==> src/rtl/pipe_pkg.sv <==
// Shared types, occupancy codes and the ROB age helper used by pipe_reg_skid.
// The age rule treats ROB indices as a circular space split in half around the redirect point.
package pipe_pkg;

    localparam int unsigned ROB_IDX_W = 4;

    typedef logic [ROB_IDX_W-1:0] rob_idx_t;

    localparam logic [1:0] OCC_EMPTY = 2'd0;
    localparam logic [1:0] OCC_ONE   = 2'd1;
    localparam logic [1:0] OCC_FULL  = 2'd2;

    // idx is younger than f when it lies in the forward half-window after f.
    function automatic logic is_younger(input logic [31:0] idx,
                                        input logic [31:0] f,
                                        input int unsigned w);
        logic [31:0] mask;
        logic [31:0] d;
        logic [31:0] half;
        mask = (32'd1 << w) - 32'd1;
        d    = (idx - f) & mask;
        half = 32'd1 << (w - 1);
        return (d != 32'd0) && (d < half);
    endfunction

endpackage

==> src/rtl/rob_age_cmp.sv <==
// Combinational comparator: flags an instruction younger than the redirecting one.
module rob_age_cmp
    import pipe_pkg::*;
#(
    parameter int unsigned IDX_W = 4
) (
    input  logic [IDX_W-1:0] idx,
    input  logic [IDX_W-1:0] flush_idx,
    output logic             younger
);

    assign younger = is_younger(32'(idx), 32'(flush_idx), IDX_W);

endmodule

==> src/rtl/pipe_reg_skid.sv <==
// Two-entry elastic pipeline register (main + skid) with global stall and ROB-aware flush.
// Define PIPE_REG_SELECTIVE_FLUSH_EN for age-based flush; otherwise a flush kills everything.
module pipe_reg_skid
    import pipe_pkg::*;
#(
    parameter int unsigned       DATA_W        = 64,
    parameter int unsigned       IDX_W         = 4,
    parameter logic [DATA_W-1:0] RESET_PAYLOAD = '0
) (
    input  logic              clk,
    input  logic              reset_n,
    input  logic              in_valid,
    output logic              in_ready,
    input  logic [DATA_W-1:0] in_payload,
    input  logic [IDX_W-1:0]  in_rob_idx,
    output logic              out_valid,
    input  logic              out_ready,
    output logic [DATA_W-1:0] out_payload,
    output logic [IDX_W-1:0]  out_rob_idx,
    input  logic              in_stall,
    input  logic              in_flush,
    input  logic [IDX_W-1:0]  in_flush_idx,
    output logic [1:0]        out_occupancy
);

    logic              main_valid, skid_valid;
    logic [DATA_W-1:0] main_data, skid_data;
    logic [IDX_W-1:0]  main_idx, skid_idx;

    logic              nxt_main_valid, nxt_skid_valid;
    logic [DATA_W-1:0] nxt_main_data, nxt_skid_data;
    logic [IDX_W-1:0]  nxt_main_idx, nxt_skid_idx;
    logic              nxt_main_kill, nxt_skid_kill;

    logic acc, drn;
    logic kill_main, kill_skid, kill_in;

    // Handshakes: a beat moves on a port when valid && ready are both high at the
    // rising edge; in_ready never depends on out_ready, and in_stall freezes both ports.
    assign in_ready  = !skid_valid && !in_stall;
    assign out_valid = main_valid;
    assign acc       = in_valid && in_ready;
    assign drn       = main_valid && out_ready && !in_stall;

`ifdef PIPE_REG_SELECTIVE_FLUSH_EN
    logic younger_main, younger_skid, younger_in;

    rob_age_cmp #(.IDX_W(IDX_W)) u_age_main (
        .idx       (main_idx),
        .flush_idx (in_flush_idx),
        .younger   (younger_main)
    );

    rob_age_cmp #(.IDX_W(IDX_W)) u_age_skid (
        .idx       (skid_idx),
        .flush_idx (in_flush_idx),
        .younger   (younger_skid)
    );

    rob_age_cmp #(.IDX_W(IDX_W)) u_age_in (
        .idx       (in_rob_idx),
        .flush_idx (in_flush_idx),
        .younger   (younger_in)
    );

    assign kill_main = in_flush && younger_main;
    assign kill_skid = in_flush && younger_skid;
    assign kill_in   = in_flush && younger_in;
`else
    logic flush_idx_unused;
    assign flush_idx_unused = ^in_flush_idx;

    assign kill_main = in_flush;
    assign kill_skid = in_flush;
    assign kill_in   = in_flush;
`endif

    // Each entry carries the kill verdict of wherever its next content comes from.
    always_comb begin
        nxt_main_valid = main_valid;
        nxt_main_data  = main_data;
        nxt_main_idx   = main_idx;
        nxt_main_kill  = kill_main;
        nxt_skid_valid = skid_valid;
        nxt_skid_data  = skid_data;
        nxt_skid_idx   = skid_idx;
        nxt_skid_kill  = kill_skid;

        if (drn) begin
            if (skid_valid) begin
                nxt_main_valid = 1'b1;
                nxt_main_data  = skid_data;
                nxt_main_idx   = skid_idx;
                nxt_main_kill  = kill_skid;
                nxt_skid_valid = acc;
                nxt_skid_data  = in_payload;
                nxt_skid_idx   = in_rob_idx;
                nxt_skid_kill  = kill_in;
            end else if (acc) begin
                nxt_main_data  = in_payload;
                nxt_main_idx   = in_rob_idx;
                nxt_main_kill  = kill_in;
            end else begin
                nxt_main_valid = 1'b0;
            end
        end else if (acc) begin
            if (!main_valid) begin
                nxt_main_valid = 1'b1;
                nxt_main_data  = in_payload;
                nxt_main_idx   = in_rob_idx;
                nxt_main_kill  = kill_in;
            end else begin
                nxt_skid_valid = 1'b1;
                nxt_skid_data  = in_payload;
                nxt_skid_idx   = in_rob_idx;
                nxt_skid_kill  = kill_in;
            end
        end

        if (nxt_main_kill) begin
            nxt_main_valid = 1'b0;
            nxt_main_data  = RESET_PAYLOAD;
            nxt_main_idx   = '0;
        end
        if (nxt_skid_kill) begin
            nxt_skid_valid = 1'b0;
        end
    end

    always_ff @(posedge clk or negedge reset_n) begin
        if (!reset_n) begin
            main_valid <= 1'b0;
            main_data  <= RESET_PAYLOAD;
            main_idx   <= '0;
            skid_valid <= 1'b0;
            skid_data  <= RESET_PAYLOAD;
            skid_idx   <= '0;
        end else begin
            main_valid <= nxt_main_valid;
            main_data  <= nxt_main_data;
            main_idx   <= nxt_main_idx;
            skid_valid <= nxt_skid_valid;
            skid_data  <= nxt_skid_data;
            skid_idx   <= nxt_skid_idx;
        end
    end

    assign out_payload   = main_data;
    assign out_rob_idx   = main_idx;
    assign out_occupancy = (main_valid && skid_valid) ? OCC_FULL :
                           main_valid                 ? OCC_ONE  : OCC_EMPTY;

endmodule

==> config.mk <==
export PLATFORM = sky130hd
export DESIGN_NAME = pipe_reg_skid
export DESIGN_NICKNAME = d
export VERILOG_FILES = /design/src/rtl/pipe_pkg.sv /design/src/rtl/rob_age_cmp.sv /design/src/rtl/pipe_reg_skid.sv
export SDC_FILE = /design/constraint.sdc
export NUM_CORES = 1
export LEC_CHECK = 0
export BUFFER_PORTS_ARGS = -buffer_cell sky130_fd_sc_hd__buf_2
export CORE_MARGIN = 2
export CORE_UTILIZATION = 53
export DETAILED_ROUTE_END_ITERATION = 10
export PLACE_DENSITY_LB_ADDON = 0.15
export SYNTH_ARGS = -nofsm -noshare
export SYNTH_HDL_FRONTEND = slang
export SYNTH_SLANG_ARGS = --single-unit
==> constraint.sdc <==
create_clock -name clk -period 2.57 [get_ports clk]
set_input_delay 0.1285 -clock clk [delete_from_list [all_inputs] [get_ports clk]]
set_output_delay 0.1285 -clock clk [all_outputs]
set_load 0.005 [all_outputs]
Word-level counts from Yosys, hierarchy flattened:

Cells that the tools add are included.

* bits in registers: 138
* input port bits: 78

* equality and inequality tests: 3
* reductions and logical operators: 16
* muxes and demuxes: 32

Operators with widths (number)
* $mux W64: 10
* $mux W4: 10
* $mux W1: 11
* $reduce_bool A3 Y1: 3
* $reduce_and A3 Y1: 2
* $logic_and A1 B1 Y1: 5
* $ne A4 B4 Y1 const B: 1
* $reduce_and A2 Y1: 2
* $reduce_bool A2 Y1: 2
* $ne A3 B2 Y1 const B: 1
* $logic_not A1 Y1: 2
* $mux W2: 1
* $ne A2 B2 Y1 const B: 1

Logic depth before layout (Yosys ltp):

Gate-level depths: netlist (run 1).

* word-level depth: 7
* depth in mapped cells: 7
* gate-level depth less buffers: 3

Least setup slack after synthesis (run 1):

No wires, ideal clock.

* kind: register to register
* start: reg skid_valid
* end: reg skid_data[43]
* data arrival time: 1651 ps
* path slack: 792 ps
* cell stages (with the launch flop): 7
* period minus slack after synthesis: 1778 ps
* data required time: 2443 ps
* cells stage by stage: dfrtp_1 buf_2 or3b_4 a21boi_4 buf_6 buf_6 mux2_1

* longest elaborated chain between the ends: 5

Ends and longest elaborated chain
* start: declaration: RTL line pipe_reg_skid.sv:26 `logic main_valid, skid_valid;`
* start signal: assignment: RTL line pipe_reg_skid.sv:142 `skid_valid <= nxt_skid_valid;`
* $logic_not A1 Y1: RTL line pipe_reg_skid.sv:40 `assign in_ready = !skid_valid && !in_stall;`
* $logic_and A1 B1 Y1: RTL line pipe_reg_skid.sv:40
* $logic_and A1 B1 Y1: RTL line pipe_reg_skid.sv:42 `assign acc = in_valid && in_ready;`
* $reduce_bool A2 Y1 (no source line)
* $reduce_and A3 Y1 (no source line) *
* end signal: assignment: RTL line pipe_reg_skid.sv:143 `skid_data <= nxt_skid_data;`
* end: declaration: RTL line pipe_reg_skid.sv:27 `logic [DATA_W-1:0] main_data, skid_data;`

Every way passes the cells marked *; elsewhere a longest branch is shown, timed or not.
A chain may end at the register's enable or synchronous reset.

Worst setup path in the final report (run 1):

* start: reg skid_valid
* end: reg skid_data[42]

Same word-level chain as after synthesis.

==> results of run 1 <==
-- layout make-up --
class	count	area (um2)	area share
clock buffers	18	418	0.0521
clock inverters	14	196	0.0245
multi-input cells	222	2190	0.273
flip-flops and latches	138	3450	0.431
well taps	140	175	0.0219
repair buffers	227	1580	0.197
-- registers in the layout (all words and copies together), names as in the netlist --
signal,count
skid_idx,4
out_payload,64
out_valid,1
out_rob_idx,4
skid_data,64
skid_valid,1
-- report_power, final --
group | switching [W] | total, W | internal, W
clock network | 0.000928 | 0.00251 | 0.00158
logic | 0.000282 | 0.000710 | 0.000428
registers | 0.000179 | 0.00270 | 0.00252
-- through the flow --
step                utilization  cells
floorplan                     -    390
CTS                       0.746    759
global placement          0.621    654
detailed placement        0.621    654
global route              0.746    759
finish                    0.746    759
-- layer usage --
| layer | up-vias | routed length [um] | GRT usage |
|---|---|---|---|
| li1 | 1903 | - | - |
| met1 | 2058 | 5770 | 0.306 |
| met2 | 123 | 6340 | 0.388 |
| met3 | 20 | 843 | 0.0790 |
| met4 | 0 | 216 | 0.0852 |
| met5 | - | 0 | 0 |
-- worst min path at each step --
stage	slack, ns	startpoint	end	depth (start not counted)
after CTS	0.20	reset_n	out_payload[18]$_DFFE_PN0P_	2
after global placement	0.17	reset_n	skid_data[18]$_DFFE_PN0P_	1
after detailed placement	0.18	reset_n	out_payload[18]$_DFFE_PN0P_	1
after global routing	0.24	reset_n	out_payload[18]$_DFFE_PN0P_	2
after floorplan	-0.17	reset_n	out_payload[0]$_DFFE_PN0P_	0
final	0.18	reset_n	out_payload[18]$_DFFE_PN0P_	2
-- worst max-delay path: cells and delay by family, from the launching register on --
family                 cells  cell delay [ns]
DFF                        1             0.46
and+or+nand+nor            1             0.41
buffers and inverters      1             0.41
muxes                      1             0.39
AOI/OAI and AO/OA          1             0.17
-- repair_timing --
item / CTS / global route
hold buffers: 73 / 0
endpoints found under the hold margin: 208 / 0
endpoints found under the setup margin: 0 / 0
resized for setup: 0 / 0
-- logic make-up after synthesis --
logic type / after synthesis / share of synthesized area
compound gates: 75 / 0.114
buf+inv: 30 / 0.0289
mux: 136 / 0.250
flops: 138 / 0.596
simple gates: 11 / 0.0123
-- layout by cell type (no fill, tap or decap), drive strengths merged --
cell type / count
mux2: 68
a21oi: 2
or3b: 1
and2: 1
a21bo: 1
inv: 2
dlygate4sd3: 73
nand2: 2
nand2b: 2
clkbuf: 18
a31oi: 1
dfrtp: 138
a211oi: 1
mux2i: 68
clkinvlp: 3
nor2b: 2
bufinv: 4
buf: 154
o21ba: 1
a21boi: 1
nand4b: 2
nor2: 1
o2bb2ai: 68
clkinv: 5
==> metrics list, run 1 <==
- Net count after synthesis: 468
- Count of vias placed by the detailed router: 4,104
- The count of final max-slew check failures is 0.
- Combined area of all synthesized cells: 5800 um2
- CTS Root Buffer Type: sky130_fd_sc_hd__clkbuf_8
* Count of H-tree levels built during CTS: 4
- Maximum cell stage delay along the critical path: 0.46 ns
- The number of cells on the worst reg-to-reg path is 4.
- Counting every sink on the clock net gives 138.
- STA puts the critical path data arrival time at 2.37 ns.
* Die outline area: 11,800 um2
* Detail-routed via count per cell: 5.41
- Critical Path End: skid_data[42]$_DFFE_PN0P_
* Total Routed Length: 13.2 mm
- Power spread over the standard cell area amounts to 739 nW/um2.
* Yosys warning count: 0
- The flow ran to the end, and the final reports show no timing, DRC or antenna violations.
* Required @ worst endpoint: 2.97 ns
- Synth top area share: 0.596
* Number of standard-cell rows in the floorplan: 38
- Count of flip-flops with a built-in enable after synthesis: 0
- Synth top area cells: sky130_fd_sc_hd__dfrtp_1 60%, sky130_fd_sc_hd__mux2i_1 12%, sky130_fd_sc_hd__o2bb2ai_1 10%
* Filler cell count: 724
* Io pins: 150
- Slowest CP cell: sky130_fd_sc_hd__dfrtp_1
- The share of the Yosys chip area taken by registers is 0.596.
- Timing would allow up to 0.508 GHz.
* Total non-filler cell area in the finished layout: 8010 um2
* Die Wd: 109 um
- Worst min-delay path class: primary input to asynchronous set/reset pin
- In the synthesized netlist, the number of instances is 390.
* Share of flip-flops with an asynchronous set or reset: 1.00
- Number of different library cells in the post-synthesis netlist: 23
* RD Place Congestion: 0.692
* Type of element capturing the critical path: flop
- The worst setup path is of the flop to flop kind.
- Initial antenna violation count: 0
- During placement, the flow inserted port buffers numbering 145.
- Routed wirelength normalized by instance count: 17.3 um
- In this run the tightest slew margin relative to its limit is 0.559.
- Hold violation count in the final report: 0
- Overflow left after global routing: 0
- Post-route setup TNS: 0 ns
* CP cell instances: or3b_4 -> a21boi_4 -> buf_4 -> mux2_2
* Global-route usage over all layers: 0.241
- Worst Hold Margin: 0.175 ns
* Number of synthesized register bits: 138
- Leading cell type by number of instances after synthesis: sky130_fd_sc_hd__dfrtp_1
* Remaining design rule violation count: 0
- Detailed placement ended at an HPWL of 7.79 mm.
- Post-CTS setup repair buffer count: 0
- The longest clock path from root to sink contains 2 buffers.
* Final net count: 684
- Pin count of the biggest net entering global routing: 72
- Part of the cycle the worst path needs: 0.766
- Max rail drop VDD: 346 uV
- Count of endpoints failing setup in the final report: 0
* Drt initial violations: 125
- The initial utilization of the core area, before any placement, comes to 0.539.
- Chip Height: 109 um
- A synthesized cell averages 14.9 um2.
- The first detailed-routing pass ran for 4 iterations.
* Total of max-cap violations: 0
- Clock-pin slew was measured on the worst setup and hold paths at 0.06 ns.
* Final Total Pwr: 0.00592 W
- Worst slack at placement: 0.576 ns
- Setup repair after global routing left no endpoint under its margin.
- In this run, CTS created clock tree buffers numbering 17.
- The endpoint identified for the worst register-to-register timing path is skid_data[42]$_DFFE_PN0P_.
* Fraction of final layout cells with drive strength greater than 1: 0.384
- TritonCTS built the clock tree.
- After synthesis, the most frequently instantiated cells are 138 x sky130_fd_sc_hd__dfrtp_1, 68 x sky130_fd_sc_hd__mux2i_1, 68 x sky130_fd_sc_hd__o2bb2ai_1, 48 x sky130_fd_sc_hd__mux2_2, 20 x sky130_fd_sc_hd__mux2_1.
* Std-Cell Core Area: 10,700 um2
- Of all nets on the critical path, the largest fanout is 30.
- In this run the critical register-to-register path is launched from skid_valid$_DFFE_PN0P_.
- At the pin with the least slew margin, the transition time is 0.661 ns.
- Setup slack of the critical path after layout: 0.602 ns
- The most critical setup path has its startpoint at skid_valid$_DFFE_PN0P_.
- Post-synthesis cell type with the largest combined area: sky130_fd_sc_hd__dfrtp_1
- From synthesis to final layout, the design area changed by 38.2%.
* Antenna diode instance count: 0
- The via count of the first global-routing pass is 4,434.
- The later pin in the worst-skew pair is clocked with a latency of 0.52 ns.
- Across the routed clock network, the largest skew measured is 0.00680 ns.
* Antenna-violating nets left: 0
- Predominant post-synthesis flop cell: sky130_fd_sc_hd__dfrtp_1
- Summed over all cells, the static leakage comes to 4.27 nW.
- The clock period could shrink to 1.97 ns.
- Standard cell area after detailed placement: 6670 um2
- Register-to-register setup slack: 0.60 ns
- The worst setup path is launched from a flop.
- The first global-routing pass estimated 21.8 mm of wire.
No activity file was read; power rests on OpenSTA's default activity.
==> run 2, diff against run 1 <==
- ABC_AREA: default -> 1
- CORE_UTILIZATION: 53 -> 50
- clock period: 2.57 -> 1.8 ns (I/O delays scaled with it)
==> metrics list, run 2 <==
- After synthesis, the most frequently instantiated cells are 691 x sky130_fd_sc_hd__nand2_1, 138 x sky130_fd_sc_hd__dfrtp_1, 75 x sky130_fd_sc_hd__nand3_1, 68 x sky130_fd_sc_hd__a21oi_1, 33 x sky130_fd_sc_hd__clkbuf_1.
* Sequential-to-total area share from yosys stat: 0.480 (-0.116)
- Pleak: 5.39 nW (+26%)
- The quantity of I/O buffers inserted on ports came to 145 (unchanged).
- The worst hold path begins at in_flush.
- Post-route setup TNS: 0 ns (unchanged)
* Final Total Pwr: 0.0100 W (+69%)
- The worst register-to-register path begins at skid_valid$_DFFE_PN0P_.
- Die outline area: 15,400 um2 (+30%)
- Of the available clock period, the critical path in the final layout requires 0.878.
- CTS Root Buffer Type: sky130_fd_sc_hd__clkbuf_16
- The post-detailed-routing wire length came to 20.4 mm (+55%).
- Crit Path Class: flop to primary output
* Average size of a mapped cell: 6.77 um2 (-54%)
- Hold violation count in the final report: 0 (unchanged)
- The placement row count came to 43 (+13%).
- Slew HR: 0.601 (+0.0419)
- The via count of the first global-routing pass was 6,684 (+51%).
* Antenna-violating nets left: 0 (unchanged)
* Net count after synthesis: 1,141 (+140%)
* RD Place Congestion: 0.769 (+11%)
* CP startpoint kind: flop
- Routed wirelength normalized by instance count: 14.1 um (-19%)
- Starting density of the core: 0.515 (-0.0247)
- Worst Setup SP: skid_valid$_DFFE_PN0P_
* Type of element capturing the critical path: primary output
- Max Fclk: 0.632 GHz
* Total number of clock tree sinks: 138 (unchanged)
- Io pins: 150 (unchanged)
- Number of synthesized register bits: 138 (unchanged)
- Chip Height: 124 um (+14%)
- The global routing usage summed across all routing layers is 0.275 (+0.0338).
- Leading cell type by number of instances after synthesis: sky130_fd_sc_hd__nand2_1
* Worst Hold Margin: 0.0321 ns (-0.143 ns)
- The setup slack of the critical path after layout was 0.219 ns (-0.383 ns).
- Number of buffers between clock root and the deepest sink: 2 (unchanged)
* Required @ worst endpoint: 1.71 ns (-1.26 ns)
- Setup repair after global routing left no endpoint under its margin.
* Max rail drop VDD: 757 uV (+120%)
- Synth top area cells: sky130_fd_sc_hd__dfrtp_1 48%, sky130_fd_sc_hd__nand2_1 36%, sky130_fd_sc_hd__nand3_1 5.2%
- The violation count after the first detailed-route iteration was 583 (+370%).
- The share of Yosys cell area claimed by the top area cell type came to 0.480 (-0.116).
* Count of endpoints failing setup in the final report: 0 (unchanged)
* Cell count after synthesis: 1,063 (+170%)
- The final net count came to 1,330 (+94%).
* Count of vias placed by the detailed router: 7,341 (+79%)
* Post-CTS clock slew at the launch and capture registers of the worst setup and hold paths: 0.06 ns (about the same)
- Count of H-tree levels built during CTS: 4 (unchanged)
* Post-detail-place hpwl: 11.9 mm (+52%)
- The worst hold path passes through 4 cells.
* Yosys warning count: 0 (unchanged)
* Worst Tran Pin Value: 0.598 ns (-0.0629 ns)
- TritonCTS built the clock tree.
- Multi-input gate area: 3390 um2 (+55%)
* Latest clock arrival within the worst-skew pair: 0.43 ns (-0.09 ns)
- Fraction of final layout cells with drive strength greater than 1: 0.172 (-0.212)
- Count of flip-flops with a built-in enable after synthesis: 0 (unchanged)
- The sequential cell area came to 3460 um2 (about the same).
* Overflow left after global routing: 0 (unchanged)
* Number of detailed-routing iterations run before antenna repair: 5 (+1)
- The post-synthesis cell type count was 17 (-26%).
* Result of the run: complete, no violations
- Post-synthesis cell type with the largest combined area: sky130_fd_sc_hd__dfrtp_1
- Worst min-delay path class: primary input to flop
- The detailed-route DRC error count came to 0 (unchanged).
* Count of cells along the worst register-to-register path: 8 (+4)
* Pin count of the biggest net entering global routing: 69 (-4.2%)
- The area growth from synthesis to layout is 32.0%.
* Total of max-cap violations: 0 (unchanged)
- Predominant post-synthesis flop cell: sky130_fd_sc_hd__dfrtp_1
- The library cell used most frequently in the layout, excluding fill and tap cells, is sky130_fd_sc_hd__nand2_1.
- Commonest non-fill, non-tap cells in the layout: 691 x sky130_fd_sc_hd__nand2_1, 144 x sky130_fd_sc_hd__buf_2, 136 x sky130_fd_sc_hd__dfrtp_1
- The fraction of registers with async set or reset after synthesis is 1.00 (unchanged).
- Initial antenna violation count: 2 (+2)
- The horizontal die dimension is 124 um (+14%).
- The highest net fanout along the worst path came to 36 (+20%).
* Combined area of all synthesized cells: 7200 um2 (+24%)
- The worst path needs 1.58 ns of the cycle, external delays included.
* Std-Cell Core Area: 14,000 um2 (+30%)
* Post-CTS setup repair buffer count: 0 (unchanged)
- Worst slack at placement: 0.240 ns (-0.335 ns)
- The number of fill cells in the layout is 1,194 (+65%).
* Wire length of the first global-routing pass: 33.0 mm (+52%)
- Final clock skew: 0.00435 ns (-0.00244 ns)
- The worst endpoint data arrival time came to 1.49 ns (-0.88 ns).
- The clock buffer count from CTS came to 17 (unchanged).
* Number of max-slew violations in the final report: 0 (unchanged)
- Detail-routed via count per cell: 5.07 (-6.2%)
- The cell area power density came to 1050 nW/um2 (+43%).
-- run 2: metal layers --
layer / GRT usage / wire, um / up-vias
li1: - / - / 3666
met1: 0.371 / 9360 / 3389
met2: 0.452 / 9610 / 262
met3: 0.0527 / 1180 / 24
met4: 0.0815 / 255 / 0
met5: 0 / 0 / -
-- run 2: repair_timing --
item,4_1_cts,5_1_grt
gates resized for setup,0,0
hold endpoints to repair,120,0
hold buffers,69,0
-- run 2: cell families after synthesis --
family	synth area share
compound gates	0.0480
flops	0.480
buf+inv	0.0516
simple gates	0.421
-- run 2: layout make-up --
type | instances | area share
Sequential cell | 138 | 0.364
Multi-Input combinational cell | 845 | 0.356
Timing Repair Buffer | 244 | 0.188
Clock buffer | 17 | 0.0448
Tap cell | 180 | 0.0237
Clock inverter | 15 | 0.0209
Inverter | 6 | 0.00237
Antenna cell | 2 | 0.000527
-- run 2: critical path, cell delays in order (launching register included) --
cell and delay [ns]:
sky130_fd_sc_hd__dfrtp_2 0.42, sky130_fd_sc_hd__buf_4 0.40, sky130_fd_sc_hd__nor2_1 0.09, sky130_fd_sc_hd__buf_2 0.16
-- run 2: final timing paths --
kind | endpoint | slack [ns]
min in group asynchronous | out_payload[43]$_DFFE_PN0P_ | 0.20
hold reg to reg | skid_data[28]$_DFFE_PN0P_ | 0.47
hold / removal | out_valid$_DFFE_PN0P_ | 0.03
max in group asynchronous | skid_data[8]$_DFFE_PN0P_ | 0.99
setup reg to reg | out_payload[17]$_DFFE_PN0P_ | 0.23
setup / recovery | out_occupancy[0] | 0.22
-- run 2: through the flow --
step / std cells / cell area (um2) / util
after floorplan: 1063 / 7200 / -
after global placement: 1344 / 8180 / 0.585
after detailed placement: 1344 / 8180 / 0.585
after CTS: 1445 / 9500 / 0.679
after global routing: 1446 / 9500 / 0.679
final: 1447 / 9500 / 0.679
-- run 2: power by group --
part           internal [W]  leakage [nW]  switching [W]
Clock               0.00232         0.292        0.00140
Combinational      0.000853          3.33        0.00117
Sequential          0.00387          1.77       0.000405
